`src/rtl/wb_unit.sv`:
```
// rtl/wb_unit.sv - writeback stage: EXU/LSU arbitration, load formatting, register file write port, busy scoreboard
//
// Purpose:
//   Accepts EXU results and LSU load responses over valid/ready handshakes.
//   LSU normally has priority. EXU is forced through after STARVE_LIMIT
//   consecutive LSU grants while it waits. Load data is aligned and extended.
//   The single register file write port is driven from registers.
//   A 32-bit busy scoreboard tracks pending destination writes.
//
// Ports:
//   clock, reset                   clock; asynchronous active-high reset
//   exu_valid/ready/rd/data        EXU result handshake and payload
//   lsu_valid/ready/rd/rdata       LSU load response handshake and raw doubleword
//   lsu_size/unsigned/offset       load width, extension mode, byte offset
//   iss_valid, iss_rd              issue-time destination reservation
//   wen, wAddr, wData              registered register file write port
//   busy                           scoreboard, bit i = write to xi pending
module wb_unit #(
  parameter int unsigned STARVE_LIMIT = 4
) (
  input  logic        clock,
  input  logic        reset,
  input  logic        exu_valid,
  output logic        exu_ready,
  input  logic [4:0]  exu_rd,
  input  logic [63:0] exu_data,
  input  logic        lsu_valid,
  output logic        lsu_ready,
  input  logic [4:0]  lsu_rd,
  input  logic [63:0] lsu_rdata,
  input  logic [1:0]  lsu_size,
  input  logic        lsu_unsigned,
  input  logic [2:0]  lsu_offset,
  input  logic        iss_valid,
  input  logic [4:0]  iss_rd,
  output logic        wen,
  output logic [4:0]  wAddr,
  output logic [63:0] wData,
  output logic [31:0] busy
);

  localparam logic [3:0] LIMIT = 4'(STARVE_LIMIT);

  logic [3:0]  starve_cnt;
  logic        grant_exu;
  logic        grant_lsu;
  logic [5:0]  shamt;
  logic [63:0] sh;
  logic [63:0] load_fmt;
  logic [4:0]  sel_rd;
  logic [63:0] sel_data;
  logic [31:0] busy_q;
  logic [31:0] busy_next;

  // EXU wins when it is alone or when it has waited through LIMIT LSU grants.
  assign grant_exu = exu_valid && (!lsu_valid || (starve_cnt == LIMIT));
  assign grant_lsu = lsu_valid && !grant_exu;
  assign exu_ready = grant_exu;
  assign lsu_ready = grant_lsu;

  always_ff @(posedge clock or posedge reset) begin
    if (reset) begin
      starve_cnt <= 4'd0;
    end else if (!exu_valid || grant_exu) begin
      starve_cnt <= 4'd0;
    end else if (grant_lsu && (starve_cnt != LIMIT)) begin
      starve_cnt <= starve_cnt + 4'd1;
    end
  end

  // A doubleword load uses the whole word, so its offset is ignored.
  assign shamt = (lsu_size == 2'd3) ? 6'd0 : {lsu_offset, 3'b000};
  assign sh    = lsu_rdata >> shamt;

  always_comb begin
    load_fmt = sh;
    case (lsu_size)
      2'd0:    load_fmt = {{56{~lsu_unsigned & sh[7]}},  sh[7:0]};
      2'd1:    load_fmt = {{48{~lsu_unsigned & sh[15]}}, sh[15:0]};
      2'd2:    load_fmt = {{32{~lsu_unsigned & sh[31]}}, sh[31:0]};
      default: load_fmt = sh;
    endcase
  end

  assign sel_rd   = grant_exu ? exu_rd   : lsu_rd;
  assign sel_data = grant_exu ? exu_data : load_fmt;

  // Address and data hold between writebacks; only wen pulses.
  always_ff @(posedge clock or posedge reset) begin
    if (reset) begin
      wen   <= 1'b0;
      wAddr <= 5'd0;
      wData <= 64'd0;
    end else if (grant_exu || grant_lsu) begin
      wen   <= (sel_rd != 5'd0);
      wAddr <= sel_rd;
      wData <= sel_data;
    end else begin
      wen   <= 1'b0;
    end
  end

  // The clear is applied before the set, so a same-edge reissue keeps the bit set.
  always_comb begin
    busy_next = busy_q;
    if (wen) begin
      busy_next[wAddr] = 1'b0;
    end
    if (iss_valid && (iss_rd != 5'd0)) begin
      busy_next[iss_rd] = 1'b1;
    end
    busy_next[0] = 1'b0;
  end

  always_ff @(posedge clock or posedge reset) begin
    if (reset) begin
      busy_q <= 32'd0;
    end else begin
      busy_q <= busy_next;
    end
  end

  assign busy = busy_q;

endmodule

```
`config.mk`:
```
export PLATFORM = sky130hd
export DESIGN_NAME = wb_unit
export DESIGN_NICKNAME = d
export VERILOG_FILES = /design/src/rtl/wb_unit.sv
export SDC_FILE = /design/constraint.sdc
export NUM_CORES = 1
export LEC_CHECK = 0
export CAP_MARGIN = 0
export CORE_ASPECT_RATIO = 0.5
export CORE_MARGIN = 1.5
export CORE_UTILIZATION = 40
export DETAILED_ROUTE_END_ITERATION = 16
export GPL_TIMING_DRIVEN = 0
export PLACE_DENSITY = 0.77
export RECOVER_POWER = 100
export SLEW_MARGIN = 20
export SYNTH_ARGS = -nofsm -noshare
export SYNTH_HDL_FRONTEND = slang
export SYNTH_SLANG_ARGS = --single-unit
```
`constraint.sdc`:
```
create_clock -name clock -period 3.6 [get_ports clock]
set_input_delay 0.72 -clock clock [delete_from_list [all_inputs] [get_ports clock]]
set_output_delay 0.72 -clock clock [all_outputs]
set_load 0.05 [all_outputs]
```
-- Yosys cells after proc, flatten, opt, wreduce, memory -nomap -nowiden
Cells that the tools add are included.
- bitwise operators: 7
- muxes and demuxes: 13
- reductions and logical operators: 16
- magnitude comparators: 4
- multipliers: 0
- div/mod/pow operators: 0
- add/subtract/negate cells: 1
- shift operators: 1
- equal/unequal tests: 5
- operators by type and width (operator ; number):
    $pmux W64 S3 ; 1
    $mux W32 ; 2
    $mux W64 ; 1
    $shr A64 B6 Y64 ; 1
    $and A32 B32 Y32 ; 1
    $not A32 Y32 ; 1
    $or A32 B32 Y32 ; 1
    $lt A5 B6 Y1 const B ; 2
    $demux W1 S5 ; 2
    $ge A5 B1 Y1 const B ; 2
    $reduce_bool A5 Y1 ; 2
    $mux W4 ; 2
    $logic_and A1 B1 Y1 ; 6
    $mux W6 ; 1
    $mux W5 ; 1
    $add A4 B1 Y4 const B ; 1
    $eq A2 B2 Y1 const B ; 2
    $eq A4 B3 Y1 const B ; 1
    $ne A4 B3 Y1 const B ; 1
    $and A1 B1 Y1 ; 3
    $logic_not A1 Y1 ; 3
    $logic_or A1 B1 Y1 ; 3
    $mux W1 ; 3
    $eq A2 B1 Y1 const B ; 1
    other kinds (3) ; 3
- memory bits (writable): 0
- word-level logic and storage cells: 52
- register bits: 105
- bits in latches: 0
- memories kept: 0
- memory bits (read-only): 0

-- Longest topological paths before layout
Gate-level depths: netlist of the first run.
- word-level depth: 9
- mapped depth: 13
- gate-level depth less buffers: 10

-- Least setup slack after synthesis of the first run
OpenSTA, ideal clock, no wires.
- path type: input -> register
- start point: in lsu_valid
- end point: reg wData[54]
- buffers on the path: 3
- stages: 10
- data required time: 3.470 ns
- setup time: 0.130 ns
- path slack: 0.732 ns
- arrival: 2.738 ns
- cell sequence: nand2_1 > nand2_1 > clkinv_1 > nor2_1 > and3_1 > buf_2 > and4_4 > buf_6 > buf_12 > a21oi_4
- cells in the longest elaborated chain, start to end: 6
- RTL lines (element ; RTL line ; text):
    from (decl) ; 27 ; input logic lsu_valid,
    $logic_not A1 Y1 ; 56 ; assign grant_exu = exu_valid && (!lsu_valid || (starve_cnt == LIMIT));
    $logic_or A1 B1 Y1 ; 56 ;
    $logic_and A1 B1 Y1 ; 56 ;
    $logic_not A1 Y1 ; 57 ; assign grant_lsu = lsu_valid && !grant_exu;
    $logic_and A1 B1 Y1 * ; 57 ;
    net lsu_ready ; 28 ; output logic lsu_ready,
    $logic_or A1 B1 Y1 * ; 94 ; end else if (grant_exu || grant_lsu) begin
    to (signal assigned) ; 97 ; wData <= sel_data;
    to (decl) ; 38 ; output logic [63:0] wData,
Mark *: on every way through the listed nets, which the timed path passes. The rest lies on a longest branch.
A chain may end at the register's enable or synchronous reset.

-- Worst setup path after layout of the first run
- start point: in lsu_offset[0]
- end point: reg wData[5]
- cells in the longest elaborated chain, start to end: 4
- RTL lines (element ; RTL line ; text):
    from (decl) ; 33 ; input logic [2:0] lsu_offset,
    $mux W6 ; 72 ; assign shamt = (lsu_size == 2'd3) ? 6'd0 : {lsu_offset, 3'b000};
    $shr A64 B6 Y64 ; 73 ; assign sh = lsu_rdata >> shamt;
    $pmux W64 S3 ; 77 ; case (lsu_size)
    $mux W64 ; 86 ; assign sel_data = grant_exu ? exu_data : load_fmt;
Every way passes these cells.

==> results by group, run 1 <==
Placement
  – Buffers on Ports: 253
  – RePlAce Congestion: about 0.95
  – Total placed cells including tap cells: between 1000 and 1500
  – Pre-CTS setup slack: -0.4405 ns
  – Hpwl dp: 19.61 mm

Cells and area
  – Most frequent cells in the layout: 147 x clkdlybuf4s50_1, 105 x nand2_1, 105 x dfrtp_1
  – Fill count: approximately 1400
  – P&R area growth vs syn: 46.66%
  – Commonest non-fill, non-tap cell in the layout: clkdlybuf4s50_1
  – Antenna diodes: 0
  – Non-filler instance count after layout: between 1000 and 1500
  – Final #Nets: 1144
  – Share of layout cells above drive strength 1: 0.07049

CTS
  – Clock Latency Late Sink: 0.34 ns
  – Cts bufs inserted: 9
  – Max Root-Sink Buffers: 2
  – CTS tree: done
  – Post-CTS Setup Inserts: 0
  – CTS clock-pin slew for the worst setup and hold paths: around 0.08 ns
  – CTS root buffer: clkbuf_16
  – Clock tree sinks: ~110
  – Hold buffers post-CTS: 0
  – # H-tree levels: 3

Setup path
  – FF-to-FF path depth: 13
  – FF-to-FF setup slack: around 0.32 ns
  – Worst EP arrival: between 3 and 4 ns
  – Worst path top cell family by delay: buffers and inverters
  – Crit path capture: wData[5]
  – Critical path buffers and inverters: 3
  – FF-to-FF Start: starve_cnt[0]
  – Worst-path cell chain: clkdlybuf4s50_1, a21bo_2, clkbuf_1, clkbuf_1, mux2i_1, nand2_1, a311oi_1, o21ai_0
  – R2r endpoint: wData[35]
  – CP Launch Point: lsu_offset[0]
  – Cell with the largest stage delay on the worst path: clkbuf_1
  – Critical Path Source Type: input pin
  – Crit-path max cell delay: 0.69 ns
  – Worst Path Required: 3.80 ns
  – CP max FO: 10
  – Kind of critical path: input pin to flop
  – Worst Setup End Kind: flop
  – CP most frequent cell: clkbuf_1
  – Crit path depth: 8

Status
  – Failing checks: capacitance limit, slew limit
  – Status: complete, but fails checks

Timing
  – Final Hold Fails: 0
  – Maximum clock rate: around 280 MHz
  – Max-slew headroom: -0.6358
  – Final setup violation count: 0
  – WHS: approximately 0.49 ns
  – RSZ-0062 raised after global routing: false
  – Final worst path period need: 3.512 ns
  – Max Clock Skew: ~0.0084 ns
  – Fin. max-slew vios: 60
  – Worst Tran Pin Value: roughly 2.5 ns
  – Final worst slack: between 0.08 and 0.09 ns
  – Fin crit share: 0.9756

Detailed routing
  – Avg Vias per Cell: approximately 6.0
  – Routed vias: 7141
  – Final WL: 25.25 mm
  – Initial DRC count: roughly 800
  – Top Metal Used: met4
  – Met3 WL post-DR: 2.217 mm
  – TritonRoute pass-1 iters: 5
  – # DRC: 0
  – DR WL met2: 11.70 mm
  – Final ANT Viol Nets: 0
  – WL met1: between 10 and 15 mm
  – WL/cell: approximately 21 µm

Power
  – Part of the power in registers: 0.326
  – P_leak: around 3.7 nW
  – Pwr per Cell Area: about 520 mW/mm²
  – Sw Pwr: ~2.2 mW
  – Internal power: ~2.7 mW
  – Sw frac: 0.4513
  – Clock Power Share: 0.204
  – Comb pwr share: 0.469
  – VDD IR max: between 200 and 300 µV

Global routing
  – Pin count of the biggest net entering global routing: 61
  – First-pass GRT wire length: between 30 and 40 mm
  – Antenna violations before repair: 0
  – Total congestion overflow: 0
  – Number of global-route vias before repair: around 7000
  – Gr usage total: 0.3012

Synth
  – Syn nets: between 800 and 900
  – Cell Area, Synth: 0.006317 mm²
  – Seq/Total Area, Yosys: 0.4159
  – Post-synthesis cell type count: 57
  – EDFF count, synth: 0
  – Avg Cell Area, Syn: 8.738 µm²
  – Mapped Cells: 723
  – Syn. warnings: 0
  – Main synth FF type: dfrtp_1
  – Synthesized flop and latch total: about 110
  – Async set or reset register ratio after synthesis: 1.000

Die
  – Full die area: 0.01660 mm²
  – Core area: approximately 0.015 mm²
  – Boundary pin count: 258
  – Starting density of the core: 0.4098
  – Rows: 32
  – Die width: between 150 and 200 µm
  – DIE HEIGHT: 91.87 µm

Run
  – Maxcap violations: 1

Worst hold path
  – Hold crit path type: flop to flop
  – HP Start: wData[5]
[layout make-up]
type	instances	area, µm²	share of cell area
sequential	105	2628	0.2836
multi-input combinational	555	3221	0.3476
clock buffer	9	225.2	0.02431
buffer	57	280.3	0.03025
tap	204	255.2	0.02755
clock inverter	7	70.07	0.007562
timing repair buffer	254	2560	0.2763
inverter	6	26.28	0.002836
[cell families (layout without fill, tap and decap cells)]
group / after synthesis / after routing / synth area share
adders and majority gates: 2 / 2 / 0.003961
DFF: 105 / 105 / 0.4159
other: 1 / 1 / 0.0005936
xor gates and xnor gates: 2 / 2 / 0.002773
and+or+nand+nor: 205 / 205 / 0.1470
AOI/OAI and AO/OA: 296 / 296 / 0.2999
buffers and inverters: 63 / 333 / 0.05070
muxes: 49 / 49 / 0.07922
[stage by stage]
| step | util | power [mW] | cell area, µm² | setup TNS, ns |
|---|---|---|---|---|
| after floorplan | - | 3.050 | 6317 | 0 |
| after global placement | 0.5907 | 3.949 | 9105 | -152.60 |
| after detailed placement | 0.5928 | 4.000 | 9138 | -0.8527 |
| after CTS | 0.6119 | 4.981 | 9433 | 0 |
| after global routing | 0.6011 | 5.034 | 9265 | 0 |
| final | 0.6011 | 4.837 | 9265 | 0 |
[synth_stat cells, types with 4 or more instances]
library cell	instances	area [µm²]
a21oi_2	20	175.2
mux2i_1	41	410.4
nor3_1	4	20.02
o21ai_0	90	450.4
and3_1	7	43.79
mux2_2	8	90.09
nand3_1	8	40.04
clkbuf_1	35	131.4
a311oi_1	8	70.07
nor2_1	48	180.2
buf_6	6	67.56
a31oi_1	13	81.33
a21oi_4	10	162.7
buf_2	12	60.06
o211ai_1	5	37.54
a21oi_1	60	300.3
inv_1	5	18.77
dfrtp_1	105	2628
or3b_2	5	43.79
nand2_1	105	394.1
o22ai_1	74	462.9
nand3b_1	13	97.59
[sequential cells by signal, summed over array words and instances, names as in the netlist]
name / flops
wAddr: 5
busy: 31
wData: 64
starve_cnt: 4
wen: 1
[per-layer routing]
metal | global-route usage | up-vias
met5 | 0 | -
met4 | 0.1050 | 0
met3 | 0.05957 | 81
met2 | 0.4977 | 425
met1 | 0.3957 | 3421
li1 | - | 3214
[worst min path at each step]
stage / slack [ns] / end / depth (start not counted)
6_report: 0.49 / wData[5] / 2
5_1_grt: 0.52 / busy[15] / 2
4_1_cts: 0.49 / wData[7] / 2
3_5_place_dp: 0.47 / wData[7] / 2
3_3_place_gp: 0.46 / wData[3] / 2
2_1_floorplan: 0.45 / starve_cnt[0] / 1
[power by group through the flow]
stage | logic (mW) | clock network, mW | registers (mW)
after floorplan | 0.550 | 0 | 2.50
after global placement | 2.35 | 0 | 1.60
after detailed placement | 2.39 | 0 | 1.61
after CTS | 2.39 | 1.00 | 1.59
after global routing | 2.37 | 1.05 | 1.61
final | 2.27 | 0.989 | 1.58
[worst register-to-register path: stages (launching register included)]
cell,delay [ns]
dfrtp_1,0.39
inv_1,0.06
ha_1,0.19
nand3b_1,0.11
nand2_1,0.06
nand2_1,0.29
clkinvlp_4,0.37
nor2_2,0.35
and3_1,0.19
clkbuf_1,0.35
and4_2,0.32
buf_6,0.14
clkbuf_4,0.23
a21oi_1,0.10
[timing repair]
item                       CTS  global route
pin swaps                    0             0
gates cloned                 0             0
setup endpoints to repair    2             2
gates resized for setup      4             4
(Power assumes the default switching activity.)
==> run 2, diff against run 1 <==
--- a/config.mk
+++ b/config.mk
@@ -11,7 +11,7 @@
 export CORE_UTILIZATION = 40
 export DETAILED_ROUTE_END_ITERATION = 16
 export GPL_TIMING_DRIVEN = 0
-export PLACE_DENSITY = 0.77
+export PLACE_DENSITY = 0.76
 export RECOVER_POWER = 100
 export SLEW_MARGIN = 20
 export SYNTH_ARGS = -nofsm -noshare
==> run 2 against run 1 <==
  * Global-route usage fell by 0.63 points
  * Critical path type is now input pin to output pin
  * Largest power group unchanged
  * Via count fell by 0.52%
  * Wire length fell by 1.1%
  * Largest cell class unchanged
  * The run still ends with capacitance limit, slew limit left
  * Clock power fell by 0.4%
==> results by group, run 2 (same netlist as run 1, synthesis figures left out) <==
Placement
  – Pre-CTS setup slack: -0.5108 ns
  – Buffers on Ports: 253
  – Hpwl dp: 19.30 mm
  – DP Area: around 0.009 mm²
  – RePlAce Congestion: 0.9340

Cells and area
  – Area occupied by multi-input gates: ~0.0033 mm²
  – Final #Nets: approximately 1100
  – Antenna diodes: 0
  – Most frequent cells in the layout: 145 x clkdlybuf4s50_1, 106 x dlygate4sd3_1, 105 x nand2_1, 105 x dfrtp_1, 90 x o21ai_0
  – Max reg flops: 64
  – P&R area growth vs syn: 47.36%
  – Commonest non-fill, non-tap cell in the layout: clkdlybuf4s50_1
  – Share of layout cells above drive strength 1: 0.07452
  – Post-Layout Inst Area: 0.009309 mm²
  – Fill count: around 1400
  – Largest Register: wData
  – FF/Latch Area: 0.002628 mm²

CTS
  – # H-tree levels: 3
  – Max Root-Sink Buffers: 2
  – Clock tree sinks: 105
  – Post-CTS Setup Inserts: 0
  – CTS root buffer: clkbuf_16
  – CTS clock-pin slew for the worst setup and hold paths: 0.08 ns
  – Cts bufs inserted: 9
  – CTS tree: done
  – Clock Latency Late Sink: 0.35 ns

Setup path
  – Worst Path Required: roughly 2.9 ns
  – Crit-path max cell delay: a little under 0.6 ns
  – Worst path top cell family by delay: buffers and inverters
  – Worst EP arrival: between 2 and 3 ns
  – Cell with the largest stage delay on the worst path: dlygate4sd3_1
  – Worst-path cell chain: dlygate4sd3_1, nand2_1, clkinvlp_4, nor2_2, clkdlybuf4s15_2
  – CP max FO: 9
  – Kind of critical path: input pin to output pin
  – Critical Path Source Type: input pin
  – Worst Setup End Kind: output pin
  – Critical path buffers and inverters: 3

Die
  – DIE HEIGHT: a little over 90 µm
  – Starting density of the core: 0.4098
  – Boundary pin count: 258
  – Rows: 32
  – Die width: between 150 and 200 µm
  – Full die area: between 0.015 and 0.02 mm²
  – Core area: 0.01541 mm²

Global routing
  – First-pass GRT wire length: ~38 mm
  – Number of global-route vias before repair: slightly below 7000
  – Antenna violations before repair: 0
  – Gr usage total: 0.2949
  – Pin count of the biggest net entering global routing: 61
  – Total congestion overflow: 0

Timing
  – Final worst slack: around 0.076 ns
  – Fin crit share: 0.9788
  – Final worst path period need: around 3.5 ns
  – WHS: about 0.48 ns
  – Final Hold Fails: 0
  – Maximum clock rate: between 200 and 300 MHz
  – Max-slew headroom: -0.5443
  – Fin. max-slew vios: 60
  – RSZ-0062 raised after global routing: false
  – Final setup violation count: 0
  – Worst Tran Pin Value: ~2.3 ns
  – Max Clock Skew: about 0.0062 ns

Power
  – Sw Pwr: approximately 2.2 mW
  – Part of the power in registers: 0.326
  – P_leak: between 3 and 4 nW
  – Clock Power Share: 0.203
  – VDD IR max: 250.4 µV
  – Comb pwr share: 0.471
  – Internal power: 2.656 mW
  – Pwr per Cell Area: 519.9 mW/mm²
  – Sw frac: 0.4511

Run
  – Maxcap violations: 1

Detailed routing
  – Routed vias: between 7000 and 8000
  – Initial DRC count: roughly 780
  – # DRC: 0
  – TritonRoute pass-1 iters: 5
  – Final ANT Viol Nets: 0
  – Avg Vias per Cell: 5.935
  – WL/cell: between 20 and 25 µm
  – Final WL: ~25 mm

Status
  – Failing checks: capacitance limit, slew limit
  – Status: complete, but fails checks

Worst hold path
  – Hold crit path type: flop to flop
==> run 2: cell types whose count changed in the layout (fill, tap and decap cells not counted), moves of 2 or more <==
cell / before / now
buf_2: 9 / 7
clkdlybuf4s50_1: 147 / 145
a21oi_1: 84 / 79
clkbuf_1: 36 / 38
dlygate4sd3_1: 104 / 106
a21oi_4: 2 / 6
==> run 2: final timing paths <==
path	slack, ns	cells past startpoint	startpoint	end
hold reg to reg	0.48	2	wData[7]	wData[7]
max in group asynchronous	0.63	2	reset	wData[18]
hold / removal	0.48	2	wData[7]	wData[7]
min in group asynchronous	1.60	2	reset	busy[24]
setup / recovery	0.08	5	exu_valid	lsu_ready
setup reg to reg	0.28	13	starve_cnt[0]	wData[57]
==> run 2: area by class of cell <==
type / instances / share of cell area
sequential: 105 / 0.2823
clock buffer: 9 / 0.02419
inverter: 6 / 0.002823
buffer: 57 / 0.02944
clock inverter: 7 / 0.008065
timing repair buffer: 254 / 0.2746
tap: 204 / 0.02742
multi-input combinational: 555 / 0.3512
==> run 2: timing repair <==
| item | CTS | global route |
|---|---|---|
| endpoints found under the setup margin | 2 | 2 |
| hold buffers | 0 | 0 |
| resized for setup | 5 | 3 |
==> run 2: worst register-to-register path: stages, from the launching register on <==
cell and delay, ns:
dfrtp_1 0.40, inv_1 0.06, ha_1 0.19, nand3b_1 0.11, nand2_1 0.06, nand2_1 0.31
clkinvlp_4 0.38, nor2_2 0.36, and3_1 0.20, clkbuf_1 0.33, and4_2 0.31, buf_6 0.14
buf_4 0.26, a21oi_1 0.10
==> run 2: per-stage QoR <==
stage,utilization,TNS [ns],std cells,total power [mW]
after floorplan,-,0,723,3.050
after global routing,0.6039,0,1197,5.023
after CTS,0.6124,0,1197,4.975
after detailed placement,0.5928,-3.001,1181,3.999
final,0.6039,0,1197,4.840
after global placement,0.5907,-158.23,1180,3.953
==> run 2: power by group through the flow <==
stage                     logic [mW]  clock network, mW  registers, mW
final                           2.28              0.985           1.58
after global routing            2.37               1.04           1.61
after CTS                       2.39              0.997           1.59
after detailed placement        2.39                  0           1.61
after global placement          2.35                  0           1.60
after floorplan                0.550                  0           2.50
==> run 2: metal layers <==
metal  up-vias  track usage  routed length [µm]
met5         -            0                   0
met4         0       0.1036                 823
li1       3193            -                   -
met1      3450       0.3915               10580
met3        68      0.05957                2039
met2       393       0.4807               11520
==> run 3, diff against run 2 <==
--- a/config.mk
+++ b/config.mk
@@ -13,6 +13,7 @@
 export GPL_TIMING_DRIVEN = 0
 export PLACE_DENSITY = 0.76
 export RECOVER_POWER = 100
+export SETUP_SLACK_MARGIN = 0.15
 export SLEW_MARGIN = 20
 export SYNTH_ARGS = -nofsm -noshare
 export SYNTH_HDL_FRONTEND = slang
==> run 3 against run 2 <==
  * The run still ends with capacitance limit, slew limit left
  * Final area is 0.67% lower
  * Largest cell class unchanged
  * Highest routed layer unchanged
  * Cell count is 0.17% higher
  * Flip-flop and latch count stayed put
==> results by group, run 3 (same netlist as run 1, synthesis figures left out) <==
Status
  – Status: complete, but fails checks
  – Failing checks: capacitance limit, slew limit

Die
  – Core area: 0.01541 mm²
  – Full die area: about 0.017 mm²
  – Boundary pin count: approximately 260
  – DIE HEIGHT: 91.87 µm
  – Starting density of the core: 0.4098
  – Rows: 32
  – Die width: around 180 µm

Global routing
  – Number of global-route vias before repair: about 6800
  – Antenna violations before repair: 0
  – First-pass GRT wire length: roughly 38 mm
  – Total congestion overflow: 0
  – Gr usage total: 0.2967
  – Pin count of the biggest net entering global routing: 34

Power
  – Internal power: between 2 and 3 mW
  – P_leak: 3.701 nW
  – Comb pwr share: 0.470
  – VDD IR max: approximately 300 µV
  – Pwr Total: 4.811 mW
  – Sw Pwr: between 2 and 2.5 mW
  – Clock Power Share: 0.202
  – Part of the power in registers: 0.328
  – Pwr per Cell Area: around 520 mW/mm²
  – Sw frac: 0.4501

Placement
  – Hpwl dp: slightly below 20 mm
  – Buffers on Ports: between 200 and 300
  – RePlAce Congestion: 0.9436
  – DP Area: 0.009176 mm²
  – Total placed cells including tap cells: 1183

CTS
  – Hold buffers post-CTS: 0
  – Post-CTS Setup Inserts: 0
  – CTS tree: done
  – CTS root buffer: clkbuf_16
  – CTS clock-pin slew for the worst setup and hold paths: 0.08 ns
  – # H-tree levels: 3
  – Post-CTS sizing: 8
  – Cts bufs inserted: 9
  – Clock tree sinks: ~110
  – Max Root-Sink Buffers: 2
  – Clock Latency Late Sink: 0.34 ns

Cells and area
  – Final #Nets: ~1100
  – P&R area growth vs syn: 46.37%
  – Most frequent cells in the layout: 145 x clkdlybuf4s50_1, 106 x dlygate4sd3_1, 105 x nand2_1, 105 x dfrtp_1, 90 x o21ai_0
  – Non-filler instance count after layout: between 1000 and 1500
  – Post-Layout Inst Area: 0.009246 mm²
  – Largest Register: wData
  – Fill count: 1361
  – Commonest non-fill, non-tap cell in the layout: clkdlybuf4s50_1
  – Max reg flops: 64
  – Antenna diodes: 0
  – Share of layout cells above drive strength 1: 0.06834

Setup path
  – Worst Path Required: about 2.9 ns
  – Cell with the largest stage delay on the worst path: dlygate4sd3_1
  – Critical path buffers and inverters: 3
  – FF-to-FF setup slack: between 0.6 and 0.7 ns
  – Critical Path Source Type: input pin
  – Worst EP arrival: 2.75 ns
  – Crit-path max cell delay: 0.58 ns
  – CP max FO: 9
  – Worst-path cell chain: dlygate4sd3_1, nand2_1, clkinv_2, nor2_2, clkbuf_1
  – Kind of critical path: input pin to output pin
  – Worst path top cell family by delay: buffers and inverters
  – Worst Setup End Kind: output pin

Detailed routing
  – # DRC: 0
  – Final ANT Viol Nets: 0
  – Initial DRC count: around 740
  – Routed vias: around 7100
  – Avg Vias per Cell: 5.909
  – TritonRoute pass-1 iters: 5
  – WL/cell: ~21 µm
  – Final WL: between 20 and 25 mm

Timing
  – Final worst path period need: roughly 3.5 ns
  – Final Hold Fails: 0
  – WHS: approximately 0.48 ns
  – Maximum clock rate: slightly below 300 MHz
  – Fin. max-slew vios: between 60 and 70
  – Final setup violation count: 0
  – Max Clock Skew: between 0.009 and 0.01 ns
  – Worst Tran Pin Value: roughly 1.6 ns
  – Max-slew headroom: -0.06903
  – Fin crit share: 0.9629
  – RSZ-0062 raised after global routing: false

Run
  – Maxcap violations: 2

Worst hold path
  – Hold crit path type: flop to flop
==> run 3: cell count changes in the layout (fill, tap and decap cells not counted), sizes merged <==
cell          before  now
buf               16   15
clkbuf            52   54
clkinv             5    6
dlymetal6s4s       0    1
inv                7    6
==> run 3: routing by layer <==
metal / part of all wire / vias up / track usage
li1: - / 3204 / -
met3: 0.096 / 53 / 0.05878
met4: 0.025 / 0 / 0.08613
met2: 0.47 / 439 / 0.4887
met5: 0 / - / 0
met1: 0.41 / 3389 / 0.3976
==> run 3: cell type report <==
cell class,instances,area [µm²],area share
Tap cell,204,255.2,0.02760
Inverter,6,25.02,0.002706
Multi-Input combinational cell,555,3223,0.3486
Buffer,57,270.3,0.02923
Sequential cell,105,2628,0.2842
Clock buffer,9,225.2,0.02436
Clock inverter,7,72.57,0.007848
Timing Repair Buffer,256,2547,0.2755
==> run 3: worst paths after layout <==
path,from,end,cells past startpoint
setup / recovery,exu_valid,lsu_ready,5
hold reg to reg,wData[7],wData[7],2
max in group asynchronous,reset,wData[24],3
min in group asynchronous,reset,starve_cnt[0],2
hold / removal,wData[7],wData[7],2
setup reg to reg,starve_cnt[0],wData[35],13
==> run 3: worst register-to-register path, cell delays in order (launching register included) <==
cell and delay (ns):
dfrtp_1 0.40, inv_1 0.06, ha_1 0.19, nand3b_1 0.12, nand2_1 0.07, nand2_1 0.29, clkinv_2 0.30, nor2_2 0.31
and3_1 0.19, buf_2 0.20, and4_4 0.23, buf_6 0.13, clkbuf_2 0.26, a21oi_1 0.10
==> run 3: through the flow <==
stage	setup WS (ns)	utilization	TNS [ns]
after detailed placement	-0.5079	0.5953	-2.457
after CTS	0.2248	0.6150	0
after floorplan	0.7323	-	0
after global placement	-0.5153	0.5909	-1.957
final	0.1334	0.5998	0
after global routing	0.07761	0.5998	0
==> run 3: power by group through the flow <==
stage,sequential [mW],clock [mW],combinational (mW)
after CTS,1.59,0.983,2.39
after floorplan,2.50,0,0.550
after global placement,1.60,0,2.35
after detailed placement,1.61,0,2.39
after global routing,1.61,1.03,2.36
final,1.58,0.970,2.26
